`config.mk`:
```
export PLATFORM = sky130hd
export DESIGN_NAME = msg_pingpong_buffer
export DESIGN_NICKNAME = d
export VERILOG_FILES = /design/src/rtl/msg_pingpong_buffer.sv
export SDC_FILE = /design/constraint.sdc
export NUM_CORES = 2
export LEC_CHECK = 0
export CORE_AREA = 2 2 646 648
export CTS_BUF_LIST = sky130_fd_sc_hd__clkbuf_2 sky130_fd_sc_hd__clkbuf_4 sky130_fd_sc_hd__clkbuf_8
export CTS_CLUSTER_DIAMETER = 50
export DETAILED_ROUTE_END_ITERATION = 6
export DIE_AREA = 0 0 648 650
export REMOVE_ABC_BUFFERS = 1
export SLEW_MARGIN = 20
export SYNTH_ARGS = -nofsm -noshare
export SYNTH_HDL_FRONTEND = slang
export SYNTH_SLANG_ARGS = --single-unit
```
`constraint.sdc`:
```
create_clock -name clk -period 2.5 [get_ports clk]
set_clock_uncertainty 0.05 [all_clocks]
set_input_delay 0.5 -clock clk [delete_from_list [all_inputs] [get_ports clk]]
set_output_delay 0.5 -clock clk [all_outputs]
set_load 0.005 [all_outputs]
```
`src/rtl/msg_pingpong_buffer.sv`:
```
// ---------------------------------------------------------------------------
// msg_pingpong_buffer
//
// Double-banked (ping-pong) message buffer sitting between the RX and TX
// protocol engines. RX fills one bank while TX reads the other. When RX
// reports a correctly received message, the fill bank is committed to TX
// and the banks swap. If TX still holds an unreleased message, the new
// message is dropped instead, and a saturating drop counter records it.
//
// Ports
//   clk          system clock
//   rst_l        asynchronous active-low reset
//   wr_req       write request, one word per cycle
//   wr_addr      write address within the fill bank
//   wr_data      write data
//   wr_rdy       write done, 1-cycle pulse one cycle after wr_req
//   msg_end      end of RX message, 1-cycle pulse
//   msg_ok       qualifies msg_end: 1 = message correct
//   msg_len      byte count of the ending message
//   rd_req       read request, one accepted per cycle
//   rd_addr      read address within the committed bank
//   rd_data      read data, valid with rd_rdy, held otherwise
//   rd_rdy       read done, 1-cycle pulse RD_LAT cycles after rd_req
//   tx_release   TX finished with the committed bank, 1-cycle pulse
//   msg_avail    committed bank holds an unreleased message
//   msg_len_out  length of the committed message, clamped to DEPTH
//   overrun      1-cycle pulse: a correct message was dropped
//   drop_cnt     dropped-message count, saturates at 255
//   addr_err     sticky flag: an out-of-range write was seen
// ---------------------------------------------------------------------------
module msg_pingpong_buffer #(
    parameter int DATA_W = 8,
    parameter int ADDR_W = 16,
    parameter int DEPTH  = 256,
    parameter int RD_LAT = 1
) (
    input  logic              clk,
    input  logic              rst_l,

    input  logic              wr_req,
    input  logic [ADDR_W-1:0] wr_addr,
    input  logic [DATA_W-1:0] wr_data,
    output logic              wr_rdy,

    input  logic              msg_end,
    input  logic              msg_ok,
    input  logic [15:0]       msg_len,

    input  logic              rd_req,
    input  logic [ADDR_W-1:0] rd_addr,
    output logic [DATA_W-1:0] rd_data,
    output logic              rd_rdy,

    input  logic              tx_release,
    output logic              msg_avail,
    output logic [15:0]       msg_len_out,
    output logic              overrun,
    output logic [7:0]        drop_cnt,
    output logic              addr_err
);

    // Storage is one flat array: bank 0 occupies [0, DEPTH), bank 1
    // occupies [DEPTH, 2*DEPTH). DEPTH need not be a power of two, so the
    // bank base is added rather than concatenated.
    localparam int                MEM_AW     = $clog2(2 * DEPTH);
    localparam logic [ADDR_W:0]   DEPTH_CMP  = (ADDR_W + 1)'(DEPTH);
    localparam logic [MEM_AW-1:0] BANK1_BASE = MEM_AW'(DEPTH);

    logic [DATA_W-1:0] mem [0:2*DEPTH-1];

    // fill_sel names the bank RX writes into; TX reads the other one.
    logic              fill_sel;

    logic              wr_in_range;
    logic              rd_in_range;
    logic [MEM_AW-1:0] wr_idx;
    logic [MEM_AW-1:0] rd_idx;
    logic [DATA_W-1:0] rd_word;

    logic              commit_ok;
    logic              slot_free;
    logic              do_swap;
    logic              do_drop;
    logic [15:0]       len_clamped;

    // -----------------------------------------------------------------------
    // Address decode
    // -----------------------------------------------------------------------
    // NOTE: every signal driven here is given a value on every path, so no
    // latch can be inferred.
    always_comb begin
        wr_in_range = ({1'b0, wr_addr} < DEPTH_CMP);
        rd_in_range = ({1'b0, rd_addr} < DEPTH_CMP);
        wr_idx      = MEM_AW'(wr_addr) + (fill_sel ? BANK1_BASE : '0);
        rd_idx      = MEM_AW'(rd_addr) + (fill_sel ? '0 : BANK1_BASE);
        // Out-of-range reads return zero rather than a neighbouring word.
        rd_word     = rd_in_range ? mem[rd_idx] : '0;
    end

    // -----------------------------------------------------------------------
    // Commit / release decision
    // -----------------------------------------------------------------------
    // A release in the same cycle as a commit is applied first, so the
    // committed slot counts as free and the new message swaps in cleanly.
    always_comb begin
        commit_ok   = msg_end & msg_ok;
        slot_free   = ~msg_avail | tx_release;
        do_swap     = commit_ok & slot_free;
        do_drop     = commit_ok & ~slot_free;
        // msg_len wider than DEPTH is clamped to the bank size.
        len_clamped = ({16'b0, msg_len} < 32'(DEPTH)) ? msg_len : 16'(DEPTH);
    end

    // -----------------------------------------------------------------------
    // Storage
    // -----------------------------------------------------------------------
    // NOTE: the RAM array is deliberately left out of reset so it maps onto
    // block memory; its contents are undefined until written.
    // A write samples fill_sel in the same cycle as a simultaneous msg_end,
    // so the last word lands in the bank being committed.
    always_ff @(posedge clk) begin
        if (wr_req && wr_in_range) begin
            mem[wr_idx] <= wr_data;
        end
    end

    // -----------------------------------------------------------------------
    // Write handshake, bank control and status
    // -----------------------------------------------------------------------
    // NOTE: sequential state is updated with non-blocking assignments only,
    // so every register sees the pre-edge value of every other register.
    always_ff @(posedge clk or negedge rst_l) begin
        if (!rst_l) begin
            wr_rdy      <= 1'b0;
            addr_err    <= 1'b0;
            fill_sel    <= 1'b0;
            msg_avail   <= 1'b0;
            msg_len_out <= '0;
            overrun     <= 1'b0;
            drop_cnt    <= '0;
        end else begin
            // Every request is acknowledged, even one that is not stored.
            wr_rdy  <= wr_req;
            overrun <= 1'b0;

            if (wr_req && !wr_in_range) begin
                addr_err <= 1'b1;
            end

            if (do_swap) begin
                fill_sel    <= ~fill_sel;
                msg_avail   <= 1'b1;
                msg_len_out <= len_clamped;
            end else if (tx_release) begin
                // Harmless when msg_avail is already 0.
                msg_avail <= 1'b0;
            end

            // The dropped bank stays the fill bank; the next message simply
            // overwrites it.
            if (do_drop) begin
                overrun <= 1'b1;
                if (drop_cnt != 8'hFF) begin
                    drop_cnt <= drop_cnt + 8'd1;
                end
            end
        end
    end

    // -----------------------------------------------------------------------
    // Read pipeline
    // -----------------------------------------------------------------------
    // The word is fetched in the request cycle, which fixes both the address
    // and the committed-bank select at that point; a later swap cannot
    // reach into a read already in flight. The remaining RD_LAT-1 stages
    // only delay the result. Each data stage loads only alongside a valid
    // token, so the last stage (rd_data) holds between reads.
    logic [RD_LAT-1:0] rd_vld;
    logic [DATA_W-1:0] rd_pipe [RD_LAT];

    always_ff @(posedge clk or negedge rst_l) begin
        if (!rst_l) begin
            rd_vld <= '0;
            for (int i = 0; i < RD_LAT; i++) begin
                rd_pipe[i] <= '0;
            end
        end else begin
            rd_vld[0] <= rd_req;
            if (rd_req) begin
                rd_pipe[0] <= rd_word;
            end
            for (int i = 1; i < RD_LAT; i++) begin
                rd_vld[i] <= rd_vld[i-1];
                if (rd_vld[i-1]) begin
                    rd_pipe[i] <= rd_pipe[i-1];
                end
            end
        end
    end

    assign rd_rdy  = rd_vld[RD_LAT-1];
    assign rd_data = rd_pipe[RD_LAT-1];

    // -----------------------------------------------------------------------
    // Protocol checks (ignored by synthesis)
    // -----------------------------------------------------------------------
    // An overrun can only be reported while a message is held.
    a_overrun_needs_avail : assert property (
        @(posedge clk) disable iff (!rst_l) overrun |-> msg_avail
    );

    // The saturating counter never wraps back to zero.
    a_drop_no_wrap : assert property (
        @(posedge clk) disable iff (!rst_l)
        (drop_cnt == 8'hFF) |=> (drop_cnt == 8'hFF)
    );

endmodule

```
Yosys cells after proc, flatten, opt, wreduce, memory -nomap -nowiden
Memories as Yosys holds them, arrays and structs flattened.
Index checks and enable logic that the tools add are counted.
{ "totals": {"ram_bits": 4096, "wordCells": 38, "out_inout_bits": 37, "regBits": 38, "memories": 1} }
{ "memory_table": {"columns": ["memory", "words", "word_bits", "read_ports", "rd_clocked_by_memory_dff", "write_ports", "line", "rtl"], "rows": [
  ["mem", 512, 8, 1, 0, 1, "69", "logic [DATA_W-1:0] mem [0:2*DEPTH-1];"]
]} }
{ "op_classes": {"n_reduce_logical": 5, "bitwise_logic": 7, "n_mux": 9, "add_sub_neg": 3, "eq_ne": 1, "n_lt_le_gt_ge": 3} }
{ "ops": {"columns": ["operator", "n"], "rows": [
  ["16-bit by 9-bit < comparator with 1-bit output (second input constant)", 3],
  ["9-bit adder", 2],
  ["9-bit two-way mux", 2],
  ["16-bit two-way mux", 1],
  ["8-bit by 1-bit adder with 8-bit output (second input constant)", 1],
  ["8-bit two-way mux", 1],
  ["8-bit inequality test (second input constant)", 1],
  ["1-bit two-way mux", 5],
  ["1-bit AND", 3],
  ["1-bit inverter", 3],
  ["1-bit logical AND", 2],
  ["2-bit AND reduction", 1],
  ["2-bit nonzero test", 1],
  ["1-bit logical NOT", 1],
  ["1-bit bitwise OR", 1]
]} }

Logic depth before layout (Yosys ltp)
{ "logic_depth": {"ltp_word": 5, "depth_mapped": 13, "mapped_depth_nobuf": 7} }

Least setup slack after synthesis
Ideal clock, no wire load.
{ "synth_path": {"path_kind": "input -> register", "start": "in rd_addr[1]", "end": "reg rd_pipe (netlist bit rd_data[3])", "path_slack_ns": -0.341, "t_arrival_ns": 2.671, "cell_stages": 11, "path_cell_list": "buf_4 > buf_4 > buf_2 > clkbuf_1 > clkbuf_1 > mux4_2 > a22oi_1 > nand3_1 > o311ai_0 > nand3_1 > a31o_1"} }
{ "synth_via": {"elab_chain_len": 3, "elab_cells_between_ends": 4} }
{ "synth_rtl": {"columns": ["item", "line", "rtl"], "rows": [
  ["start: declaration", "50", "input logic [ADDR_W-1:0] rd_addr,"],
  ["9-bit adder", "95", "rd_idx = MEM_AW'(rd_addr) + (fill_sel ? '0 : BANK1_BASE);"],
  ["memory read 512 x 8 bit", null, null],
  ["8-bit two-way mux (*)", "97", "rd_word = rd_in_range ? mem[rd_idx] : '0;"],
  ["end signal: indexed assignment", "195", "rd_pipe[i] <= rd_pipe[i-1];"],
  ["end: declaration", "179", "logic [DATA_W-1:0] rd_pipe [RD_LAT];"]
]} }
Mark *: on every way between the ends. The rest lies on a longest branch, timed or not.
A chain may end at the register's enable or synchronous reset.

Final worst setup path
{ "layout_path": {"start": "mem mem[262][6]", "end": "reg rd_pipe (netlist bit rd_data[6])"} }
{ "layout_via": {"elab_chain_len": 2} }
{ "layout_rtl": {"columns": ["item", "line"], "rows": [
  ["start: declaration", "69"],
  ["memory read 512 x 8 bit", null],
  ["8-bit two-way mux", "97"]
]} }
No other way between the ends.

==> results.txt <==
clk sink count: 4134
ys async rst share: 0.00919
routed wire length: 446000 µm
VDD IR max: 0.526 mV
DRC viols: 4
EDFF count, synth: 4096
initial antenna violation count: 22
Clk Latency, worst-skew pair: 1.20 ns
Pre-antenna DRT Iters: 7
Synth top area share: 0.763
Worst R2R End: rd_data[6]
Gate Count Post-Synth: 7953
overall global routing resource usage: 0.207
worst-case hold path end point: msg_len_out[8]
Die ar.: 421000 µm²
headroom to the max-slew limit: 0.290
Core Area: 415000 µm²
Final Cell Area: 195000 µm²
Placed Area: 181000 µm²
Max Slew Vio Count: 0
RSZ-0062 raised after global routing: true
Clock power frac: 0.397
P_sw: 31.7 mW
largest net degree at the start of global routing: 112
Min Hold Slack: 0.109 ns
Die W: 648 µm
met3 usage: 0.0362
P_int: 109 mW
Num CTS Buffers: 647
hpwl dp: 293000 µm
Seq/Total Area, Yosys: 0.769
Die Y-Extent: 650 µm
DR vias: 87500
failing checks: DRC, setup timing
HP Start: msg_len[15]
Worst Setup Start Kind: register
WL/cell: 28.1 µm
Seq cells post-synth: 4134
Global Route met2 Usage: 0.341
Synth area leader: edfxtp_1
DR iter-0 viols: 9789
CP max FO: 1
share of layout cells above drive strength 1: 0.349
max cap viols: 0
nets: 9911
fillers: 34200
Sequential Power Share: 0.542
Setup TNS: -0.684 ns
FF-to-FF Start: mem[262][6]
status: complete, but fails checks
Worst Tran Pin Value: 1.05 ns
ranking of synthesized cells by area: edfxtp_1, mux4_2, mux2i_1
buffers added on ports: 99
post-route ant nets: 0
Final Hold Fails: 0
first-pass GRT wire length: 637000 µm
CTS tree: built
maximum root-to-sink buffer count: 4
most used cell, CP: mux4_2
Period minus WS final: 2.75 ns
switching share of power: 0.226
Worst Path Required: 3.49 ns
Final Worst Setup Slack: -0.249 ns
Ys Warns: 0
detail-routed via count per cell: 5.52
IO Pins: 100
Clock transition at path regs: 0.06 ns
synthesized cell area: 161000 µm²
vias in the first global route: 89500
CP max stage cell: mux4_2
PD cells: 720 nW/µm²
GPL Wtd Cong: 0.893
Tcrit/Tclk final: 1.10
effective utilization at floorplan: 0.389
Area growth, synth to finish: 21.0%
H-tree levels: 6
post-synth cell types: 71
hold depth: 5
root buffer cell: clkbuf_8
HP Class: input pin to register
met1 global-route usage: 0.280
ys flop type: edfxtp_1
GRT overflow: 0
Arr. time, crit path: 3.74 ns
Comb pwr share: 0.061
FF-to-FF setup slack: -0.25 ns
number of setup violations in the final report: 5
layer with the highest usage: met2
average size of a mapped cell: 20.3 µm²
Peak Freq: 364 MHz
critical path class: register to register
Leak: 65.1 nW
commonest non-fill, non-tap cell in the layout: edfxtp_1
most frequent cells in the layout: edfxtp_1, buf_4, mux4_2, clkbuf_8, nor2_1
critical-path cell list: mux4_2, mux4_2, mux2i_4, o21ai_2, a311oi_2, buf_4, or4_4, nand3_2
Reg2Reg Depth: 8
Critical Path Max Stage Delay: 0.54 ns
CP Capture Type: register
Core Rows: 237
-- worst max-delay path: cells and delay by family (launching register included) --
| family | cells | cell delay (ns) |
|---|---|---|
| DFF | 1 | 0.37 |
| and+or+nand+nor | 2 | 0.28 |
| buffers and inverters | 1 | 0.21 |
| muxes | 3 | 1.31 |
| AOI/OAI and AO/OA | 2 | 0.37 |
-- worst max path at each step --
stage | to | start | cells past startpoint
4_1_cts | rd_data[6] | mem[262][6] | 8
5_1_grt | rd_data[6] | mem[262][6] | 8
2_1_floorplan | rd_data[6] | rd_addr[4] | 6
3_5_place_dp | rd_data[7] | rd_addr[0] | 13
3_3_place_gp | rd_data[7] | rd_addr[0] | 13
6_report | rd_data[6] | mem[262][6] | 8
-- flip-flops by register name, summed over array words and instances (netlist names), 8 cells and up --
name         count
msg_len_out     16
drop_cnt         8
rd_data          8
mem           4096
-- area by class of cell --
| type | count | area (µm²) | area share |
|---|---|---|---|
| well taps | 5497 | 6880 | 0.0353 |
| repair buffers | 1734 | 16500 | 0.0847 |
| flip-flops and latches | 4134 | 124000 | 0.636 |
| diodes | 6 | 15.0 | 0.0000770 |
| clock buffers | 889 | 10800 | 0.0554 |
| clock inverters | 256 | 1700 | 0.00872 |
| inverters | 10 | 48.8 | 0.000250 |
| multi-input cells | 3320 | 35100 | 0.180 |
-- per-stage QoR --
step	instances	power [mW]	setup WS (ns)	utilization
CTS	15800	142	-0.216	0.469
floorplan	7464	80.4	-2.86	-
global placement	14700	85.9	-1.72	0.437
finish	15800	141	-0.249	0.470
detailed placement	14700	86.0	-1.73	0.437
global route	15800	145	-0.313	0.470
-- logic make-up after synthesis --
kind of cell,Yosys count,synth area share
flip-flops,4134,0.769
multiplexers,1310,0.144
AND/OR/NAND/NOR,1159,0.0305
AO/OA/AOI/OAI,840,0.0375
buffers and inverters,499,0.0184
XOR/XNOR,10,0.000543
adder cells (fa/ha/maj),1,0.0000776
-- power groups by stage --
stage | combinational (mW) | sequential [mW] | clock [mW]
CTS | 8.53 | 76.2 | 56.8
finish | 8.56 | 76.2 | 55.7
global route | 8.96 | 76.2 | 59.7
global placement | 8.22 | 77.7 | 0
floorplan | 2.71 | 77.7 | 0
detailed placement | 8.34 | 77.7 | 0
-- what timing repair did --
item / CTS / global route
hold endpoints to repair: 2218 / 0
cloned: 0 / 4
pin swaps: 24 / 21
hold buffers: 28 / 0
resized for setup: 179 / 62
endpoints found under the setup margin: 45 / 461
buffers inserted: 16 / 2
-- synthesized netlist by cell type, types with 10 or more instances --
master and n:
edfxtp_1 4096, mux4_2 765, nor2_1 637, mux2i_1 438, nand2_1 252, clkbuf_1 251, o221ai_1 165, a21oi_1 140
o22ai_1 114, a22oi_1 95, a211oi_1 82, buf_2 76, buf_6 63, nor3_1 63, mux2_2 60, nand3_1 59
o21ai_0 54, buf_4 41, dfrtp_1 38, buf_1 31, nor2b_1 30, nor4_1 26, and2_1 25, mux4_1 25
a221oi_1 23, o31ai_1 23, a31oi_1 22, a2111oi_0 16, a211o_1 16, a222oi_1 14, buf_12 14, mux2_1 14
nand2b_1 14, a31o_1 13, buf_8 13, and3_1 12, or4_1 12, a22o_1 10
-- routing by layer --
metal	part of all wire	vias up
met3	0.079	765
met5	0.00016	-
met1	0.40	45900
li1	-	36900
met2	0.49	3932
met4	0.036	10
No activity file was read; power rests on OpenSTA's default activity.
